===== src/rtl/if_id_hazard_reg_pkg.sv =====
// Shared CPU defines: opcode/func encodings and the IF/ID action codes.
package if_id_hazard_reg_pkg;

  // Primary opcodes (inst[31:26])
  localparam logic [5:0] OP_RTYPE = 6'b000000;
  localparam logic [5:0] OP_J     = 6'b000010;
  localparam logic [5:0] OP_BEQ   = 6'b000100;
  localparam logic [5:0] OP_BNE   = 6'b000101;
  localparam logic [5:0] OP_ADDI  = 6'b001000;
  localparam logic [5:0] OP_ANDI  = 6'b001100;
  localparam logic [5:0] OP_ORI   = 6'b001101;
  localparam logic [5:0] OP_LW    = 6'b100011;
  localparam logic [5:0] OP_SW    = 6'b101011;

  // R-type function codes (inst[5:0])
  localparam logic [5:0] FUNC_ADD = 6'b100000;
  localparam logic [5:0] FUNC_SUB = 6'b100010;
  localparam logic [5:0] FUNC_AND = 6'b100100;
  localparam logic [5:0] FUNC_OR  = 6'b100101;

  // Action taken by the IF/ID register at the last clock edge
  typedef enum logic [1:0] {
    ST_RUN   = 2'd0,
    ST_STALL = 2'd1,
    ST_FLUSH = 2'd2
  } id_state_e;

endpackage


===== src/rtl/if_id_hazard_reg_id_hazard_detect.sv =====
// Combinational hazard detector: load-use and branch-operand hazards
// for the instruction currently held in ID.
module id_hazard_detect
  import if_id_hazard_reg_pkg::*;
(
  input  logic [31:0] id_inst,
  input  logic        id_valid,
  input  logic        ex_wreg,
  input  logic        ex_m2reg,
  input  logic [4:0]  ex_rn,
  input  logic        mem_wreg,
  input  logic        mem_m2reg,
  input  logic [4:0]  mem_rn,
  output logic        stall
);

  logic [5:0] op;
  logic [4:0] rs;
  logic [4:0] rt;
  logic       reads_rs;
  logic       reads_rt;
  logic       is_branch;
  logic       unused_inst_low;
  logic       ex_hit;
  logic       ex_hit_any;
  logic       mem_hit_any;
  logic       load_use;
  logic       branch_haz;

  assign op              = id_inst[31:26];
  assign rs              = id_inst[25:21];
  assign rt              = id_inst[20:16];
  assign unused_inst_low = ^id_inst[15:0];

  // Decode which source registers the ID instruction actually reads.
  always_comb begin
    // NOTE: every always_comb output gets a default first so no path leaves it unassigned (no latch).
    reads_rs  = 1'b0;
    reads_rt  = 1'b0;
    is_branch = 1'b0;
    case (op)
      OP_RTYPE, OP_SW: begin
        reads_rs = 1'b1;
        reads_rt = 1'b1;
      end
      OP_ADDI, OP_ANDI, OP_ORI, OP_LW: reads_rs = 1'b1;
      OP_BEQ, OP_BNE: begin
        reads_rs  = 1'b1;
        reads_rt  = 1'b1;
        is_branch = 1'b1;
      end
      default: ;
    endcase
  end

  // Register 0 is hard-wired, so a zero destination never matches.
  assign ex_hit      = (ex_rn != 5'd0) &&
                       ((reads_rs && ex_rn == rs) || (reads_rt && ex_rn == rt));
  assign ex_hit_any  = (ex_rn != 5'd0) && (ex_rn == rs || ex_rn == rt);
  assign mem_hit_any = (mem_rn != 5'd0) && (mem_rn == rs || mem_rn == rt);

  // Branches compare in ID, so they wait on any EX writer and on a load in MEM.
  assign load_use   = id_valid && ex_wreg && ex_m2reg && ex_hit;
  assign branch_haz = id_valid && is_branch &&
                      ((ex_wreg && ex_hit_any) ||
                       (mem_wreg && mem_m2reg && mem_hit_any));

  assign stall = load_use || branch_haz;

endmodule


===== src/rtl/if_id_hazard_reg.sv =====
// IF/ID pipeline register with stall/flush control and saturating
// event counters for the debug display.
module if_id_hazard_reg
  import if_id_hazard_reg_pkg::*;
#(
  parameter logic [31:0] NOP_INST = 32'h00000000,
  parameter int          CNT_W    = 16
) (
  input  logic             clk,
  input  logic             rst,
  input  logic [31:0]      if_inst,
  input  logic [31:0]      if_pc4,
  input  logic             ctrl_branch,
  input  logic             ex_wreg,
  input  logic             ex_m2reg,
  input  logic [4:0]       ex_rn,
  input  logic             mem_wreg,
  input  logic             mem_m2reg,
  input  logic [4:0]       mem_rn,
  output logic [31:0]      id_inst,
  output logic [31:0]      id_pc4,
  output logic             id_valid,
  output logic             id_wpcir,
  output logic             id_bubble,
  output logic [1:0]       id_state,
  output logic [CNT_W-1:0] stall_cnt,
  output logic [CNT_W-1:0] flush_cnt
);

  id_state_e state_q;

  id_hazard_detect u_detect (
    .id_inst   (id_inst),
    .id_valid  (id_valid),
    .ex_wreg   (ex_wreg),
    .ex_m2reg  (ex_m2reg),
    .ex_rn     (ex_rn),
    .mem_wreg  (mem_wreg),
    .mem_m2reg (mem_m2reg),
    .mem_rn    (mem_rn),
    .stall     (id_wpcir)
  );

  assign id_bubble = id_wpcir || !id_valid;
  assign id_state  = state_q;

  // Pipeline register: stall beats flush beats normal load.
  always_ff @(posedge clk or negedge rst) begin
    if (!rst) begin
      id_inst  <= NOP_INST;
      id_pc4   <= 32'd0;
      id_valid <= 1'b0;
      state_q  <= ST_RUN;
    end else if (id_wpcir) begin
      // NOTE: sequential state uses <= so every register samples pre-edge values.
      state_q <= ST_STALL;
    end else if (ctrl_branch) begin
      id_inst  <= NOP_INST;
      id_pc4   <= if_pc4;
      id_valid <= 1'b0;
      state_q  <= ST_FLUSH;
    end else begin
      id_inst  <= if_inst;
      id_pc4   <= if_pc4;
      id_valid <= 1'b1;
      state_q  <= ST_RUN;
    end
  end

  // Saturating event counters; a flush is only counted when no stall overrides it.
  always_ff @(posedge clk or negedge rst) begin
    if (!rst) begin
      stall_cnt <= '0;
      flush_cnt <= '0;
    end else if (id_wpcir) begin
      if (stall_cnt != '1) stall_cnt <= stall_cnt + CNT_W'(1);
    end else if (ctrl_branch) begin
      if (flush_cnt != '1) flush_cnt <= flush_cnt + CNT_W'(1);
    end
  end

endmodule


===== config.mk =====
export PLATFORM = sky130hd
export DESIGN_NAME = if_id_hazard_reg
export DESIGN_NICKNAME = d
export VERILOG_FILES = /design/src/rtl/if_id_hazard_reg_pkg.sv /design/src/rtl/if_id_hazard_reg_id_hazard_detect.sv /design/src/rtl/if_id_hazard_reg.sv
export SDC_FILE = /design/constraint.sdc
export NUM_CORES = 1
export LEC_CHECK = 0
export CORE_MARGIN = 5
export CORE_UTILIZATION = 26
export DETAILED_ROUTE_END_ITERATION = 10
export PLACE_DENSITY = 0.58
export SLEW_MARGIN = 20
export SYNTH_ARGS = -nofsm -noshare
export SYNTH_HDL_FRONTEND = slang
export SYNTH_SLANG_ARGS = --single-unit
export TNS_END_PERCENT = 50

===== constraint.sdc =====
create_clock -name clk -period 3.62 [get_ports clk]
set_input_delay 0.905 -clock clk [delete_from_list [all_inputs] [get_ports clk]]
set_output_delay 0.905 -clock clk [all_outputs]
set_load 0.02 [all_outputs]

==> qor.txt, run 1 <==
Layout fillers - 1,663
Slew Limit Fails - 0
Switching part of the total power - 26.4%
Design Power - 2.81 mW
Vias - 3,606
Slew @ Worst Pin - 0.560 ns
Total track usage - 12.6%
Share of cells above drive strength 1 - 12.8%
WP data required - 2.71 ns
TritonCTS clock tree - built
Vias in the first global route - 3,943
Synth cell types - 41
Worst-path cell chain - clkdlybuf4s50_1, xnor2_1, nand3_1, nor3_2, o2111ai_2, a211oi_4, nand2b_1, buf_2
Mapped cell area - 0.00450 mm2
Xor/xnor share of the synthesized area - 8.76%
RSZ-0062 raised after global routing - false
Layout area overhead - 54.3%
Hold crit path type - flip-flop to flip-flop
Yosys reg bits - 99
Period minus WS final - 3.53 ns
Post-Synth Adder-Cell Area - 0.556%
Htree depth - 3
Sequential cell area - 0.00248 mm2
Synth area leader - dfrtp_1
Number of synthesis warnings - 0
Mapped Cells - 402
Maxcap violations - 0
Post-DRT Antenna Nets - 0
Final global-route overflow total - 0
Reg power frac - 44.7%
Tcrit/Tclk final - 97.5%
Synthesized Nets - 485
Die width - 142 um
Post-synthesis compound-gate area fraction - 6.40%
Crit path max fanout - 3
Maximum VDD drop - 0.197 mV
Post-synthesis mux area share - 8.82%
Critical path origin - mem_rn[3]
Clk pin slew, worst setup/hold paths - 0.07 ns
CP Launch Type - input pin
First-pass GRT wire length - 20,400 um
Max Fclk - 283 MHz
FP Rows - 48
CTS Buf Count - 9
Multi-input gate area - 0.00193 mm2
WL final - 12,500 um
Layout Utilization - 40.6%
Min-delay src - id_inst[15]$_DFFE_PN0N_
Area of the core - 0.0171 mm2
Post-Syn Area per Cell - 11.2 um2
IO Count - 182
Area after DPL - 0.00660 mm2
Chip height - 142 um
Routed length per instance - 15.3 um
Register area share after synthesis - 55.1%
Static Leak - 2.87 nW
Clock share of power - 36.0%
Clk root buf - clkbuf_16
Clk_lat worst skew - 0.34 ns
Hold slack - 0.487 ns
Synth top area cells - dfrtp_1 55%, mux2_2 8.3%, xnor2_1 4.7%
Slew margin rel. - 62.6%
Max incr delay on CP - 0.51 ns
Via-to-Cell Ratio - 4.40
RePlAce Congestion - 0.847
Post-layout net count - 673
CTS Buffer Depth - 2
Critical Path Slowest Stage Cell - clkdlybuf4s50_1
Die ar. - 0.0200 mm2
# clock sinks - 99
First DRT Iteration DRCs - 158
Worst Skew - 0.0135 ns
Residual DRC count - 0
Power Density - 404 mW/mm2
Antenna violations before repair - 1
Share of the synthesized area in the top cell type - 55.1%
Largest family of logic cells by synthesized area - simple AND/OR/NAND/NOR gates
Internal - 2.07 mW
Combinational Power Share - 19.3%
Dpl hpwl - 9200 um
I/O Buffers - 181
First-pass DRT Iterations - 4
Synth Area in Simple Gates - 17.7%
Crit path kind - input pin to primary output
Endpoints failing setup - 0
Psw - 0.740 mW
Kind of end point of the critical path - primary output
Worst EP arrival - 2.63 ns
Maximum number of pins on one net before global-route repair - 100
Post-route design area - 0.00694 mm2
Worst r2r src - id_inst[20]$_DFFE_PN0N_
Initial Utilization - 26.3%
Fin. Hold Viols - 0
Run status - finished, final reports clean
state kept, by name, summed over array words and instances, names as in the netlist:
signal	cells
id_pc4	32
flush_cnt	16
id_inst	32
id_state	2
stall_cnt	16
id_valid	1
per-stage QoR:
| step | cells | setup TNS [ns] | worst slack (ns) |
|---|---|---|---|
| 2_1_floorplan | 402 | 0 | 0.419 |
| 3_3_place_gp | 801 | -6.78 | -0.449 |
| 3_5_place_dp | 801 | -10.82 | -0.493 |
| 4_1_cts | 819 | 0 | 0.000760 |
| 5_1_grt | 820 | 0 | 0.00171 |
| 6_report | 820 | 0 | 0.0897 |
worst max-delay path, delay by kind of cell:
| family | cells | cell delay (ns) |
|---|---|---|
| xor+xnor | 1 | 0.13 |
| buf+inv | 2 | 0.67 |
| simple gates | 3 | 0.43 |
| compound gates | 2 | 0.48 |
synthesized netlist by cell type:
cell type	instances
dfrtp_1	99
nand2_1	40
mux2_2	33
nand2b_1	32
o21ai_0	29
xnor2_1	24
nand3_1	21
xor2_1	21
nor2_1	14
and3_1	13
nor3_1	9
a21oi_1	7
clkbuf_1	7
nand4_1	7
buf_2	6
inv_1	4
nor3b_1	4
buf_4	3
nor2b_1	3
a22o_1	2
buf_6	2
ha_1	2
o21a_1	2
a211oi_2	1
a31oi_1	1
a41oi_1	1
and2_1	1
and4_1	1
buf_1	1
mux2_4	1
mux2i_1	1
nand2_2	1
nand4b_1	1
nor3_2	1
nor4b_4	1
o2111ai_1	1
o211ai_1	1
o221ai_2	1
o22a_1	1
o31ai_1	1
or4_1	1
metal layers:
metal	global-route usage (%)	share of wire, %
met1	15.7	43
met2	20.0	47
met3	4.72	7.9
met5	0	0
met4	4.70	2.2
layout make-up:
type | count | share of cell area [%]
Timing Repair Buffer | 196 | 27.7
Clock inverter | 3 | 0.667
Tap cell | 225 | 4.06
Multi-Input combinational cell | 280 | 27.8
Inverter | 4 | 0.216
Clock buffer | 12 | 3.84
Antenna cell | 1 | 0.0360
Sequential cell | 99 | 35.7
power groups by stage:
stage               clock network, mW  registers (mW)  logic [mW]
finish                           1.01            1.26       0.541
global route                     1.11            1.27       0.592
CTS                              1.05            1.26       0.553
detailed placement                  0            1.28       0.552
global placement                    0            1.27       0.544
floorplan                           0            1.36       0.132
path summary, 6_finish.rpt:
check | endpoint | slack [ns] | cells past startpoint
min in group asynchronous | id_pc4[3]$_DFFE_PN0N_ | 0.62 | 2
setup reg to reg | flush_cnt[1]$_DFFE_PN0P_ | 0.78 | 11
hold reg to reg | id_inst[15]$_DFFE_PN0N_ | 0.49 | 2
hold / removal | id_inst[15]$_DFFE_PN0N_ | 0.49 | 2
max in group asynchronous | id_inst[21]$_DFFE_PN0N_ | 2.59 | 2
setup / recovery | id_bubble | 0.09 | 8
placed cells by master, fill, tap and decap left out, types with 13 or more instances in the layout:
cell,n
nand2b_1,32
dfrtp_1,99
xor2_1,21
mux2_2,33
nand3_1,21
and3_1,13
nor2_1,14
clkdlybuf4s50_1,173
o21ai_0,29
xnor2_1,24
buf_4,14
nand2_1,40
cell families after synthesis:
family,Yosys count
fa+ha+maj,2
simple gates,150
mux,35
flops,99
xor+xnor,45
buf+inv,23
compound gates,48
what timing repair did:
item | in CTS | in global routing
gates resized for setup | 10 | 7
pin swaps | 4 | 3
endpoints found under the setup margin | 2 | 43
setup buffers | 3 | 0
hold buffers | 0 | 0
Note: power is estimated with default switching activity, not from simulation.
==> run 2, diff against run 1 <==
CTS_CLUSTER_SIZE = 14   (was unset)
==> results of run 2 <==
Final layout, timing and power as in run 1 (identical DEF).
==> run 3, diff against run 2 <==
ABC_AREA = 0   (was unset)
==> results of run 3 <==
Final layout, timing and power as in run 1 (identical DEF).
